==> config.mk <==
export PLATFORM = sky130hd
export DESIGN_NAME = duck_controller
export DESIGN_NICKNAME = d
export VERILOG_FILES = /design/src/rtl/duck_pkg.sv /design/src/rtl/duck_controller_lfsr16.sv /design/src/rtl/duck_controller.sv
export SDC_FILE = /design/constraint.sdc
export NUM_CORES = 1
export LEC_CHECK = 0
export CAP_MARGIN = 15
export CORE_MARGIN = 2
export CORE_UTILIZATION = 40
export DETAILED_ROUTE_END_ITERATION = 10
export MAX_ROUTING_LAYER = met4
export PLACE_DENSITY = 0.64
export SYNTH_ARGS = -nofsm -noshare
export SYNTH_HDL_FRONTEND = slang
export SYNTH_SLANG_ARGS = --single-unit
==> constraint.sdc <==
create_clock -name ANIM_Clk -period 3.3 [get_ports ANIM_Clk]
set_input_delay 0.33 -clock ANIM_Clk [delete_from_list [all_inputs] [get_ports ANIM_Clk]]
set_output_delay 0.33 -clock ANIM_Clk [all_outputs]
set_load 0.02 [all_outputs]
==> src/rtl/duck_pkg.sv <==
// duck_pkg: definitions shared by the duck sprite controller.
//   duck_state_t   - controller FSM states
//   FRAME_*        - sprite frame indices presented on DuckFrame
//   SPRITE_SIZE    - square sprite edge length in pixels (hit box)
//   LFSR_SEED      - power-up / reset value of the spawn LFSR
//   color_from_bits- maps two random bits onto the three duck colours
package duck_pkg;

  typedef enum logic [2:0] {
    ST_IDLE,
    ST_FLY,
    ST_HIT,
    ST_FALL,
    ST_ESCAPE
  } duck_state_t;

  localparam int SPRITE_SIZE = 64;

  localparam logic [5:0] FRAME_IDLE     = 6'd0;
  localparam logic [5:0] FRAME_FLY_LEFT = 6'd3;  // offset added to 0..2 when flying left
  localparam logic [5:0] FRAME_HIT      = 6'd6;
  localparam logic [5:0] FRAME_FALL     = 6'd7;
  localparam logic [5:0] FRAME_ESCAPE   = 6'd8;  // 8 / 9 alternate

  localparam logic [15:0] LFSR_SEED = 16'hACE1;

  // Colour code 3 is unused by the colour mapper, so fold it onto black.
  function automatic logic [1:0] color_from_bits(input logic [1:0] bits);
    return (bits == 2'd3) ? 2'd0 : bits;
  endfunction

endpackage

==> src/rtl/duck_controller_lfsr16.sv <==
// lfsr16: free-running 16-bit Fibonacci LFSR, polynomial x^16+x^14+x^13+x^11+1.
// The polynomial is maximal length, so from the non-zero seed it never hits 0.
//   clk   in  1   clock
//   reset in  1   asynchronous active-high reset, loads LFSR_SEED
//   q     out 16  current LFSR value
module lfsr16
  import duck_pkg::*;
(
  input  logic        clk,
  input  logic        reset,
  output logic [15:0] q
);

  logic [15:0] lfsr_q;
  logic [15:0] lfsr_d;

  always_comb begin
    lfsr_d = {lfsr_q[14:0], lfsr_q[15] ^ lfsr_q[13] ^ lfsr_q[12] ^ lfsr_q[10]};
  end

  always_ff @(posedge clk or posedge reset) begin
    if (reset) lfsr_q <= LFSR_SEED;
    else       lfsr_q <= lfsr_d;
  end

  assign q = lfsr_q;

endmodule

==> src/rtl/duck_controller.sv <==
// duck_controller: position, animation and shot handling for one duck sprite.
//   ANIM_Clk        in  1   clock (one step per cycle)
//   Reset           in  1   asynchronous active-high reset
//   Start           in  1   spawn request, honoured only while idle
//   MouseButtons    in  s8  8'd2 = trigger pressed
//   CursorX/Y       in  10  crosshair position
//   Duck_X/Y        out 10  sprite top-left corner
//   DuckFrame       out 6   sprite frame index
//   Duck_color      out 2   0 black, 1 red, 2 pink
//   duckresetSignal out 1   1 hides the duck (idle)
//   Hit / Escaped   out 1   one-cycle pulses
//   ShotsLeft       out 2   remaining shots for this duck
// All outputs are registered; each comes straight from a flop.
module duck_controller
  import duck_pkg::*;
#(
  parameter int X_MAX      = 576,
  parameter int Y_TOP      = 40,
  parameter int Y_BOT      = 280,
  parameter int GROUND_Y   = 380,
  parameter int SPEED      = 2,
  parameter int FLY_CYCLES = 600,
  parameter int HIT_HOLD   = 30
) (
  input  logic              ANIM_Clk,
  input  logic              Reset,
  input  logic              Start,
  input  logic signed [7:0] MouseButtons,
  input  logic [9:0]        CursorX,
  input  logic [9:0]        CursorY,
  output logic [9:0]        Duck_X,
  output logic [9:0]        Duck_Y,
  output logic [5:0]        DuckFrame,
  output logic [1:0]        Duck_color,
  output logic              duckresetSignal,
  output logic              Hit,
  output logic              Escaped,
  output logic [1:0]        ShotsLeft
);

  localparam logic [10:0] X_MAX_W  = 11'(X_MAX);
  localparam logic [10:0] SPEED_11 = 11'(SPEED);
  localparam logic [9:0]  SPEED_10 = 10'(SPEED);
  localparam logic [9:0]  Y_TOP_W  = 10'(Y_TOP);
  localparam logic [9:0]  Y_BOT_W  = 10'(Y_BOT);
  localparam logic [9:0]  GROUND_W = 10'(GROUND_Y);
  localparam logic [15:0] FLY_LAST = 16'(FLY_CYCLES - 1);
  localparam logic [15:0] HIT_LAST = 16'(HIT_HOLD - 1);
  localparam logic [9:0]  SPRITE_W = 10'(SPRITE_SIZE);

  logic [15:0] lfsr;
  logic [3:0]  lfsr_unused;

  lfsr16 u_lfsr (
    .clk   (ANIM_Clk),
    .reset (Reset),
    .q     (lfsr)
  );

  assign lfsr_unused = lfsr[15:12];

  duck_state_t state_q, state_d;
  logic [9:0]  x_q, x_d, y_q, y_d;
  logic        left_q, left_d, up_q, up_d;
  logic [1:0]  shots_q, shots_d, color_q, color_d;
  logic [15:0] timer_q, timer_d;
  logic [2:0]  anim_cnt_q, anim_cnt_d;
  logic [1:0]  anim_phase_q, anim_phase_d;
  logic        btn_q, btn_d;
  logic        hit_q, hit_d, esc_q, esc_d;
  logic [5:0]  frame_q, frame_d;
  logic        hide_q, hide_d;

  logic        pressed, shot, on_target, up_now;
  logic [9:0]  rel_x, rel_y, y_fall;
  logic [10:0] x_right;

  always_comb begin
    pressed   = (MouseButtons == 8'sd2);
    shot      = pressed && !btn_q;     // rising edge only: a held trigger fires once
    btn_d     = pressed;
    // Wrap-around differences: a cursor left of / above the duck becomes huge.
    rel_x     = CursorX - x_q;
    rel_y     = CursorY - y_q;
    on_target = (rel_x < SPRITE_W) && (rel_y < SPRITE_W);
    x_right   = {1'b0, x_q} + SPEED_11;
    y_fall    = y_q + 10'd4;
    up_now    = up_q;

    state_d      = state_q;
    x_d          = x_q;
    y_d          = y_q;
    left_d       = left_q;
    up_d         = up_q;
    shots_d      = shots_q;
    color_d      = color_q;
    timer_d      = timer_q;
    anim_cnt_d   = anim_cnt_q;
    anim_phase_d = anim_phase_q;
    hit_d        = 1'b0;
    esc_d        = 1'b0;

    case (state_q)
      ST_IDLE: begin
        if (Start) begin
          state_d      = ST_FLY;
          x_d          = {1'b0, lfsr[8:0]} + 10'd32;
          y_d          = Y_BOT_W;
          color_d      = color_from_bits(lfsr[10:9]);
          left_d       = lfsr[11];
          up_d         = 1'b1;
          shots_d      = 2'd3;
          timer_d      = 16'd0;
          anim_cnt_d   = 3'd0;
          anim_phase_d = 2'd0;
        end
      end

      ST_FLY: begin
        timer_d    = timer_q + 16'd1;
        anim_cnt_d = anim_cnt_q + 3'd1;
        if (anim_cnt_q == 3'd7)
          anim_phase_d = (anim_phase_q == 2'd2) ? 2'd0 : anim_phase_q + 2'd1;

        if (shot && (shots_q != 2'd0)) begin
          shots_d = shots_q - 2'd1;
          if (on_target) begin
            state_d = ST_HIT;
            hit_d   = 1'b1;
          end else if (shots_q == 2'd1) begin
            state_d = ST_ESCAPE;
          end
        end
        // A hit on the final flight cycle wins over the timeout.
        if ((state_d == ST_FLY) && (timer_q == FLY_LAST))
          state_d = ST_ESCAPE;

        if (state_d != ST_FLY) begin
          // Leaving flight: the duck stays where the shot was judged.
          timer_d      = 16'd0;
          anim_cnt_d   = 3'd0;
          anim_phase_d = 2'd0;
        end else begin
          // At a horizontal wall the direction flips and X waits one cycle.
          if (left_q) begin
            if (x_q < SPEED_10) left_d = 1'b0;
            else                x_d    = x_q - SPEED_10;
          end else begin
            if (x_right > X_MAX_W) left_d = 1'b1;
            else                   x_d    = x_right[9:0];
          end
          if (y_q <= Y_TOP_W)      up_now = 1'b0;
          else if (y_q >= Y_BOT_W) up_now = 1'b1;
          up_d = up_now;
          y_d  = up_now ? (y_q - SPEED_10) : (y_q + SPEED_10);
        end
      end

      ST_HIT: begin
        if (timer_q == HIT_LAST) begin
          state_d = ST_FALL;
          timer_d = 16'd0;
        end else begin
          timer_d = timer_q + 16'd1;
        end
      end

      ST_FALL: begin
        // The clamped ground row is shown for one cycle before hiding.
        if (y_q >= GROUND_W) state_d = ST_IDLE;
        else                 y_d = (y_fall >= GROUND_W) ? GROUND_W : y_fall;
      end

      ST_ESCAPE: begin
        anim_cnt_d = anim_cnt_q + 3'd1;
        if (anim_cnt_q == 3'd7)
          anim_phase_d = {1'b0, ~anim_phase_q[0]};
        if (y_q < SPEED_10) begin
          state_d = ST_IDLE;
          esc_d   = 1'b1;
        end else begin
          y_d = y_q - SPEED_10;
        end
      end

      default: state_d = ST_IDLE;
    endcase

    // Frame follows the next state so it lines up with the registered position.
    case (state_d)
      ST_FLY:    frame_d = {4'b0, anim_phase_d} + (left_d ? FRAME_FLY_LEFT : 6'd0);
      ST_HIT:    frame_d = FRAME_HIT;
      ST_FALL:   frame_d = FRAME_FALL;
      ST_ESCAPE: frame_d = FRAME_ESCAPE + {5'b0, anim_phase_d[0]};
      default:   frame_d = FRAME_IDLE;
    endcase
    hide_d = (state_d == ST_IDLE);
  end

  always_ff @(posedge ANIM_Clk or posedge Reset) begin
    if (Reset) begin
      state_q      <= ST_IDLE;
      x_q          <= '0;
      y_q          <= '0;
      left_q       <= 1'b0;
      up_q         <= 1'b0;
      shots_q      <= 2'd3;
      color_q      <= 2'd0;
      timer_q      <= '0;
      anim_cnt_q   <= '0;
      anim_phase_q <= '0;
      btn_q        <= 1'b0;
      hit_q        <= 1'b0;
      esc_q        <= 1'b0;
      frame_q      <= FRAME_IDLE;
      hide_q       <= 1'b1;
    end else begin
      state_q      <= state_d;
      x_q          <= x_d;
      y_q          <= y_d;
      left_q       <= left_d;
      up_q         <= up_d;
      shots_q      <= shots_d;
      color_q      <= color_d;
      timer_q      <= timer_d;
      anim_cnt_q   <= anim_cnt_d;
      anim_phase_q <= anim_phase_d;
      btn_q        <= btn_d;
      hit_q        <= hit_d;
      esc_q        <= esc_d;
      frame_q      <= frame_d;
      hide_q       <= hide_d;
    end
  end

  assign Duck_X          = x_q;
  assign Duck_Y          = y_q;
  assign DuckFrame       = frame_q;
  assign Duck_color      = color_q;
  assign duckresetSignal = hide_q;
  assign Hit             = hit_q;
  assign Escaped         = esc_q;
  assign ShotsLeft       = shots_q;

endmodule

== Word level (Yosys, flattened, before mapping) ==
Index checks and enable logic that the tools add are counted.
Storage, ports and cells
  input port bits: 31
  register bits after elaboration: 76
  output and inout bits: 33
Cells by class
  order comparisons: 9
  bitwise gates (word level): 4
  $add $sub $neg: 14
  equality and inequality tests: 24
  reductions and logical operators: 19
  muxes and demuxes: 61
Operators with widths (count)
  10-bit 2-to-1 mux: 11
  16-bit 2-to-1 mux: 3
  16-bit case mux with 3 select lines: 1
  10-bit case mux with 4 select lines: 1
  3-bit 2-to-1 mux: 12
  10-bit by 9-bit greater-or-equal comparator with 1-bit output, second input constant: 3
  10-bit by 2-bit < comparator with 1-bit output, second input constant: 2
  10-bit by 7-bit < comparator with 1-bit output, second input constant: 2
  10-bit case mux with 2 select lines: 1
  5-bit case mux with 4 select lines: 1
  10-bit subtractor: 2
  10-bit by 2-bit subtractor with 10-bit output, second input constant: 2
  2-bit 2-to-1 mux: 9
  16-bit by 1-bit adder with 16-bit output, second input constant: 1
  16-bit by 10-bit == test with 1-bit output, second input constant: 1
  16-bit by 5-bit == test with 1-bit output, second input constant: 1
  1-bit 2-to-1 mux: 16
  3-bit case mux with 5 select lines: 1
  3-bit by 2-bit == test with 1-bit output, second input constant: 4
  10-bit by 2-bit adder with 11-bit output, second input constant: 1
  11-bit by 10-bit > comparator with 1-bit output, second input constant: 1
  10-bit by 2-bit adder with 10-bit output, second input constant: 1
  10-bit by 3-bit adder with 10-bit output, second input constant: 1
  9-bit by 6-bit adder with 10-bit output, second input constant: 1
  29 further kinds: 52

== Logic depth before layout (Yosys ltp) ==
  depth in word-level cells: 16
  mapped depth: 15

== Hierarchy ==
A second synthesis with hierarchy kept.
Unflattened totals
  cell total of the unflattened synthesis: 685
  area total of the unflattened synthesis: 5736.8 um^2
By module, submodules not included
  duck_controller: times used 1, sequential area each 1430.1 um^2, cells an instance 650, area each 5183.7 um^2
  lfsr16: times used 1, sequential area each 410.4 um^2, cells an instance 35, area each 553.0 um^2

== Worst setup path before layout ==
No wires, ideal clock.
  kind: reg2reg
  from: reg y_q[5], in the netlist Duck_Y[5]
  to: reg frame_q[1], in the netlist DuckFrame[1]
  required time: 3.182 ns
  path slack: -0.468 ns
  library setup time: 0.118 ns
  buffers on the path: 2
  cell stages (with the launch flop): 15
  clock period less this slack: 3.768 ns
  data arrival time: 3.650 ns
  path through: dfrtp_1 > buf_2 > clkinv_1 > ha_1 > a21o_1 > a21o_1 > a221oi_2 > xnor2_1 > nor4b_4 > a21oi_2 > buf_6 > a21o_1 > a31o_2 > fa_1 > a21o_1
Between the ends
  elaborated cells between the ends (all ways): 28
RTL lines
  start: declaration: line duck_controller.sv:63  | logic [9:0] x_q, x_d, y_q, y_d;
  start signal: assignment: line duck_controller.sv:220  | y_q <= y_d;
  10-bit subtractor (*): line duck_controller.sv:84  | rel_y = CursorY - y_q;
  10-bit by 7-bit < comparator with 1-bit output (*): line duck_controller.sv:85  | on_target = (rel_x < SPRITE_W) && (rel_y < SPRITE_W);
  1-bit logical AND (*): line duck_controller.sv:85
  3-bit 2-to-1 mux (*): line duck_controller.sv:127  | if (on_target) begin
  3-bit 2-to-1 mux (*): line duck_controller.sv:125  | if (shot && (shots_q != 2'd0)) begin
  3-bit 2-to-1 mux (*): line duck_controller.sv:103  | case (state_q)
  3-bit by 1-bit == test with 1-bit output: line duck_controller.sv:135  | if ((state_d == ST_FLY) && (timer_q == FLY_LAST))
  1-bit logical AND: line duck_controller.sv:135
  3-bit 2-to-1 mux (*): line duck_controller.sv:135
  3-bit 2-to-1 mux (*): line duck_controller.sv:103
  3-bit by 1-bit inequality test with 1-bit output (*): line duck_controller.sv:138  | if (state_d != ST_FLY) begin
  2-bit 2-to-1 mux (*): line duck_controller.sv:138
  2-bit case mux with 3 select lines (*): line duck_controller.sv:103
  named net anim_phase_d[1]: line duck_controller.sv:68  | logic [1:0] anim_phase_q, anim_phase_d;
  2-bit by 2-bit adder with 3-bit output (*): line duck_controller.sv:191  | ST_FLY: frame_d = {4'b0, anim_phase_d} + (left_d ? FRAME_FLY_LEFT : 6'd0);
  5-bit case mux with 4 select lines (*): line duck_controller.sv:190  | case (state_d)
  named net frame_d[1]: line duck_controller.sv:71  | logic [5:0] frame_q, frame_d;
  end signal: assignment: line duck_controller.sv:231  | frame_q <= frame_d;
  end: declaration: line duck_controller.sv:71
The timed path passes the listed nets; every way through them passes the cells marked *. The select of a mux whose other input is x is not followed.
A chain may end at the register's enable or synchronous reset.

== Worst setup path after layout ==
  from: reg x_q[5], in the netlist Duck_X[5]
  to: reg frame_q[1], in the netlist DuckFrame[1]
Between the ends
  elaborated cells between the ends (all ways): 30
RTL lines
  start: declaration: line duck_controller.sv:63
  start signal: assignment: line duck_controller.sv:203  | x_q <= '0;
  start signal: assignment: line duck_controller.sv:219  | x_q <= x_d;
  10-bit subtractor (*): line duck_controller.sv:83  | rel_x = CursorX - x_q;
  10-bit by 7-bit < comparator with 1-bit output (*): line duck_controller.sv:85
  1-bit logical AND (*): line duck_controller.sv:85
  3-bit 2-to-1 mux (*): line duck_controller.sv:127
  3-bit 2-to-1 mux (*): line duck_controller.sv:125
  3-bit 2-to-1 mux (*): line duck_controller.sv:103
  3-bit by 1-bit == test with 1-bit output: line duck_controller.sv:135
  1-bit logical AND: line duck_controller.sv:135
  3-bit 2-to-1 mux (*): line duck_controller.sv:135
  3-bit 2-to-1 mux (*): line duck_controller.sv:103
  3-bit by 1-bit inequality test with 1-bit output (*): line duck_controller.sv:138
  2-bit 2-to-1 mux (*): line duck_controller.sv:138
  2-bit case mux with 3 select lines (*): line duck_controller.sv:103
  named net anim_phase_d[1]: line duck_controller.sv:68
  2-bit by 2-bit adder with 3-bit output (*): line duck_controller.sv:191
  5-bit case mux with 4 select lines (*): line duck_controller.sv:190
  named net frame_d[1]: line duck_controller.sv:71
Marked as above.

==> run metrics <==
worst-path cell chain inv_2, ha_4, a211oi_2, nand2_2, o211a_1, o211ai_1, nor4b_4, buf_4, a21oi_2, a32o_1, a31o_2, fa_2, a21o_1; Worst IR Drop VDD 310 uV; Final nets 813; max-cap violation count 0; most numerous cell in the Yosys netlist dfrtp_1; Seq cells post-synth 73; part of the Yosys area used for sequential elements 34.7%; Slew @ Worst Pin 1120 ps; Post-synth EDFFs 0; DP Cell Count 903; slowest library cell on the worst path fa_2; hold slack 350 ps; clock skew 10.5 ps; Max-slew headroom 24.5%; Iteration-0 DRC Markers 381; Hold Startpoint u_lfsr.q[14]; area post-placement 6690 um^2; synthesized area 5310 um^2; Worst R2R Path Depth 13; final core occ 54.3%; P_leak 3.14 nW; post-route ant nets 0; post-route DRC violation count 0; Total Power 5.20 mW; vias in the first global route 5255; CP Max Fanout 4; post-route setup slack 19.7 ps; Final setup violation count 0; I/O Pins 64; diode count 0; Syn-to-layout area delta 33.9%; Setup crit start kind flip-flop; Die Area 14200 um^2; register-to-register path setup slack 20 ps; Post-Syn Instances 616; synth top area cells dfrtp_1, ha_1, dfstp_2, a21oi_1, o21ai_0; GRT overflow 0; Post-synth ARST share 100%; initial antenna violation count 0; site row count 42; WP data arrival 3560 ps; DR vias 5385; pre-CTS setup slack -479 ps; drt pass-1 iters 4; proportion of layout cells with a drive suffix above 1 22.9%; Final Critical Period 3280 ps; vias per inst 5.80; Power Density 732 nW/um^2; final RePlAce weighted congestion 0.950; clk_lat worst skew 350 ps; clk sinks 73; Netlist cell types 71; period utilization 99.4%; Routed WL 16300 um; Die H 119 um; Slew Limit Fails 0; status complete, no violations; Buf+Inv Stages, Crit Path 2; Final HPWL DP 11900 um; Core ar. 13100 um^2; clk root buf clkbuf_16; WS Path Type flip-flop to flip-flop; leading area contributor after synthesis dfrtp_1; hold path cells 0; reg-to-reg critical path startpoint Duck_X[5]; Final Hold Fails 0; Post-synth top cells dfrtp_1, nor2_1, nand2_1; Die X 119 um; Port Buffers 59; Critical Path End Type flip-flop; CTS tree done; first-pass GRT wire length 26800 um; Final Non-Filler Cells 928; Setup TNS Final 0 ps; WP data required 3580 ps; worst r2r dst DuckFrame[1]; GRT Resource Usage Total 24.4%; ys flop type dfrtp_1; Final Cell Area 7100 um^2; CP top delay family compound AO/OA/AOI/OAI gates; CTS buffer count 9; Hold Path End u_lfsr.q[15]; FMAX 0.305 GHz; Starting Density 40.6%; DR WL/cell 17.5 um; worst-case clock buffer depth 2; synth warn 0; H-tree levels 3; Mean Syn Cell Area 8.61 um^2; Hold WC Path Type flip-flop to flip-flop; unrepaired setup endpoints after global routing true; post-synth top area share 29.2%; slowest cell delay on critical path 520 ps; clk slew on worst S/H paths 60 ps; largest net degree at the start of global routing 39
-- worst max-delay path by stage --
stage / from / end / slack, ps / cells past startpoint
after floorplan: Duck_Y[5] / DuckFrame[1] / -20 / 15
after global placement: CursorY[1] / DuckFrame[1] / -400 / 13
after detailed placement: MouseButtons[3] / DuckFrame[1] / -480 / 12
after CTS: Duck_Y[5] / DuckFrame[1] / -20 / 13
after global routing: Duck_Y[4] / DuckFrame[1] / -120 / 15
final: Duck_X[5] / DuckFrame[1] / 20 / 13
-- registers in the layout (all words and copies together) (netlist names) --
signal / cells
DuckFrame: 4
Duck_X: 10
Duck_Y: 9
Duck_color: 2
Escaped: 1
Hit: 1
ShotsLeft: 2
anim_cnt_q: 3
anim_phase_q: 2
btn_q: 1
duckresetSignal: 1
left_q: 1
state_q: 3
timer_q: 16
u_lfsr.q: 16
up_q: 1
-- cell families after synthesis --
| family | count (synthesis) | share of synthesized area (%) |
|---|---|---|
| other | 1 | 0.0707 |
| muxes | 10 | 1.96 |
| xor gates and xnor gates | 19 | 3.14 |
| adders and majority gates | 36 | 8.58 |
| buffers and inverters | 65 | 5.19 |
| and+or+nand+nor | 224 | 21.7 |
| DFF | 73 | 34.7 |
| AOI/OAI and AO/OA | 188 | 24.7 |
-- worst register-to-register path, delay by kind of cell, from the launching register on --
| kind | cells | cell delay (ps) |
|---|---|---|
| AO/OA/AOI/OAI | 7 | 1350 |
| adder cells (fa/ha/maj) | 2 | 720 |
| AND/OR/NAND/NOR | 2 | 480 |
| flip-flops | 1 | 400 |
| buffers and inverters | 2 | 270 |
-- report_power, final --
part           leakage (nW)  switching, mW  internal, mW  total, mW
Clock                 0.129          0.414         0.512      0.926
Sequential            0.915          0.143          1.09       1.23
Combinational          2.10           1.65          1.40       3.05
Total                  3.14           2.21          2.99       5.20
-- area by class of cell --
type	instances	area, um^2
fill	1178	5980
multi-input combinational	480	3330
sequential	73	1850
timing repair buffer	151	1300
clock buffer	10	229
tap	176	220
inverter	32	134
clock inverter	6	42.5
-- repair_timing --
| item | CTS | global route |
|---|---|---|
| buffers inserted | 4 | 4 |
| resized for setup | 4 | 19 |
| endpoints found under the setup margin | 2 | 17 |
| hold buffers | 0 | 0 |
| gates cloned | 0 | 0 |
| pin swaps | 6 | 8 |
-- layout by cell type, fill, tap and decap left out, types with 6 or more instances in the layout --
cell type / netlist / routed
clkdlybuf4s50_1: 0 / 57
a21oi_1: 41 / 39
and2_1: 8 / 7
clkbuf_16: 0 / 9
nor3_1: 21 / 18
ha_1: 34 / 29
mux2i_1: 7 / 7
a311o_1: 7 / 7
nor2_1: 49 / 47
a21o_1: 9 / 9
o21ai_0: 39 / 36
nor4_1: 7 / 7
nand2_1: 48 / 47
xnor2_1: 14 / 13
nand3_1: 35 / 32
inv_1: 29 / 24
a31oi_1: 6 / 6
a22oi_1: 7 / 7
nand3b_1: 6 / 6
or3_1: 6 / 6
dfrtp_1: 62 / 53
nand4_1: 11 / 11
a22o_1: 8 / 8
dfrtp_2: 0 / 9
and3_1: 7 / 7
buf_4: 3 / 90
dfstp_2: 11 / 11
o211ai_1: 10 / 10
-- per-layer routing --
metal | part of all wire [%] | global-route usage, %
met4 | 2.4 | 10.5
met5 | 0 | -
met1 | 45 | 32.7
met2 | 46 | 36.6
met3 | 6.8 | 3.74
Note: power is estimated with default switching activity, not from simulation.
==> RTL edit, RTL diff (config.mk and constraints unchanged) <==
Encoding of `duck_state_t`: now one-hot (5 bits for 5 states).
--- a/src/rtl/duck_pkg.sv
+++ b/src/rtl/duck_pkg.sv
@@ -6,12 +6,12 @@
 //   color_from_bits- maps two random bits onto the three duck colours
 package duck_pkg;
 
-  typedef enum logic [2:0] {
-    ST_IDLE,
-    ST_FLY,
-    ST_HIT,
-    ST_FALL,
-    ST_ESCAPE
+  typedef enum logic [4:0] {
+    ST_IDLE   = 5'b00001,
+    ST_FLY    = 5'b00010,
+    ST_HIT    = 5'b00100,
+    ST_FALL   = 5'b01000,
+    ST_ESCAPE = 5'b10000
   } duck_state_t;
 
   localparam int SPRITE_SIZE = 64;
Behaviour: same outputs for any inputs over 4 cycles, from zero or initial values and one cycle with Reset high; so few cycles prove little.
==> RTL edit against the original RTL <==
- the run now ends with setup timing left
- first-iteration DRC count rose by 9.2%
- worst setup slack got worse by 0.47 ns
- worst hold slack improved by 0.022 ns
- core utilization increased by 3.4 points
- wire length fell by 4.2%
- clock power grew 14%
- non-clock buffer count rose by 15
- final area increased by 2.1%
- total power up 14%
- sequential cell count increased by 2
- count of clock-buffer cells in the layout unchanged
- area after synthesis is 3.0% lower
- critical path depth up 1
- sequential share of layout area increased by 0.14 points
==> RTL edit: results (changes against the original RTL) <==
outcome: "finished, violations left"
violations_in_the_final_reports: "setup timing"
fin_ws_ns: -0.452  # -0.472 ns
power.combinational.fraction_pct: 61.1  # +2.5 points
reg2reg_depth: 14  # +1
ys_seq_area_share_pct: 36.8  # +2.1 points
grt_max_degree: 76  # +95%
netlist_top_cells_area: "dfrtp_1 (31%), ha_1 (8.0%), dfstp_2 (6.1%), nand2_1 (4.0%), o21ai_0 (3.8%)"
seq_area_share_pct: 26.2  # +0.14 points
n_multi_input_combinational_cell: 466  # -2.9%
yosys.cell_types.count: 69  # -2.8%
synth_compound_area_share_pct: 22.8  # -1.9 points
grt_first_pass_wirelength_mm: 26.0  # -3.3%
bufAreaShareNonClock_pct: 19.4  # +1.2 points
clk_share_pct: 4.40  # +0.57 points
setup_tns_ns: -1.11  # -1.11 ns
wl_met3_um: 621  # -44%
num_tap_cells: 172  # -2.3%
power_per_cell_area_mw_per_mm2: 814  # +11%
layoutNonFillerInstCount: 921  # -0.75%
final_sequential_cell_count: 75  # +2.7%
groute.layer.met3.usage_pct: 3.45  # -0.28 points
drt_iter0_markers: 416  # +9.2%
setup_viol: 3  # +3
place.detailed.instances: 885  # -2.0%
first_global_vias: 5089  # -3.2%
wl_met2_mm: 7.39  # -1.4%
dpl.hpwl_mm: 11.4  # -4.2%
clock_power_mw: 1.06  # +14%
leading_cell_types_by_count_after_synthesis: "dfrtp_1 (63), nand2_1 (55), nor2_1 (43), o21ai_0 (39), a21oi_1 (34)"
buffers: 166  # +9.9%
timing.critical_path.fanout_max: 6  # +2
placement.setup.worst_slack_ns: -0.910  # -0.432 ns
dominant_delay_contributor_by_cell_family_on_the_critical_path: "simple AND/OR/NAND/NOR gates"
-- RTL edit: cell count changes after synthesis, moves of 6 or more --
cell      before  now
buf_2         10    0
a211oi_1       3   11
a21oi_1       41   34
nand2_1       48   55
nand3_1       35   28
a311o_1        7    1
a31oi_1        6   12
and3_1         7   13
nor2_1        49   43
-- RTL edit: final timing paths --
| kind | from | end | slack (ns) |
|---|---|---|---|
| max in group asynchronous | Reset | Duck_Y[3] | 1.99 |
| worst min-delay path | u_lfsr.q[14] | u_lfsr.q[15] | 0.37 |
| min in group asynchronous | Reset | timer_q[8] | 0.61 |
| worst max-delay path | Duck_Y[1] | DuckFrame[1] | -0.45 |
| worst min register to register | u_lfsr.q[14] | u_lfsr.q[15] | 0.37 |
| worst max register to register | Duck_Y[1] | DuckFrame[1] | -0.45 |
-- RTL edit: timing repair --
action                     in CTS  in global routing
setup endpoints to repair       8                 35
setup buffers                  15                  4
cloned                          0                  1
pin swaps                       1                  8
gates resized for setup         8                 31
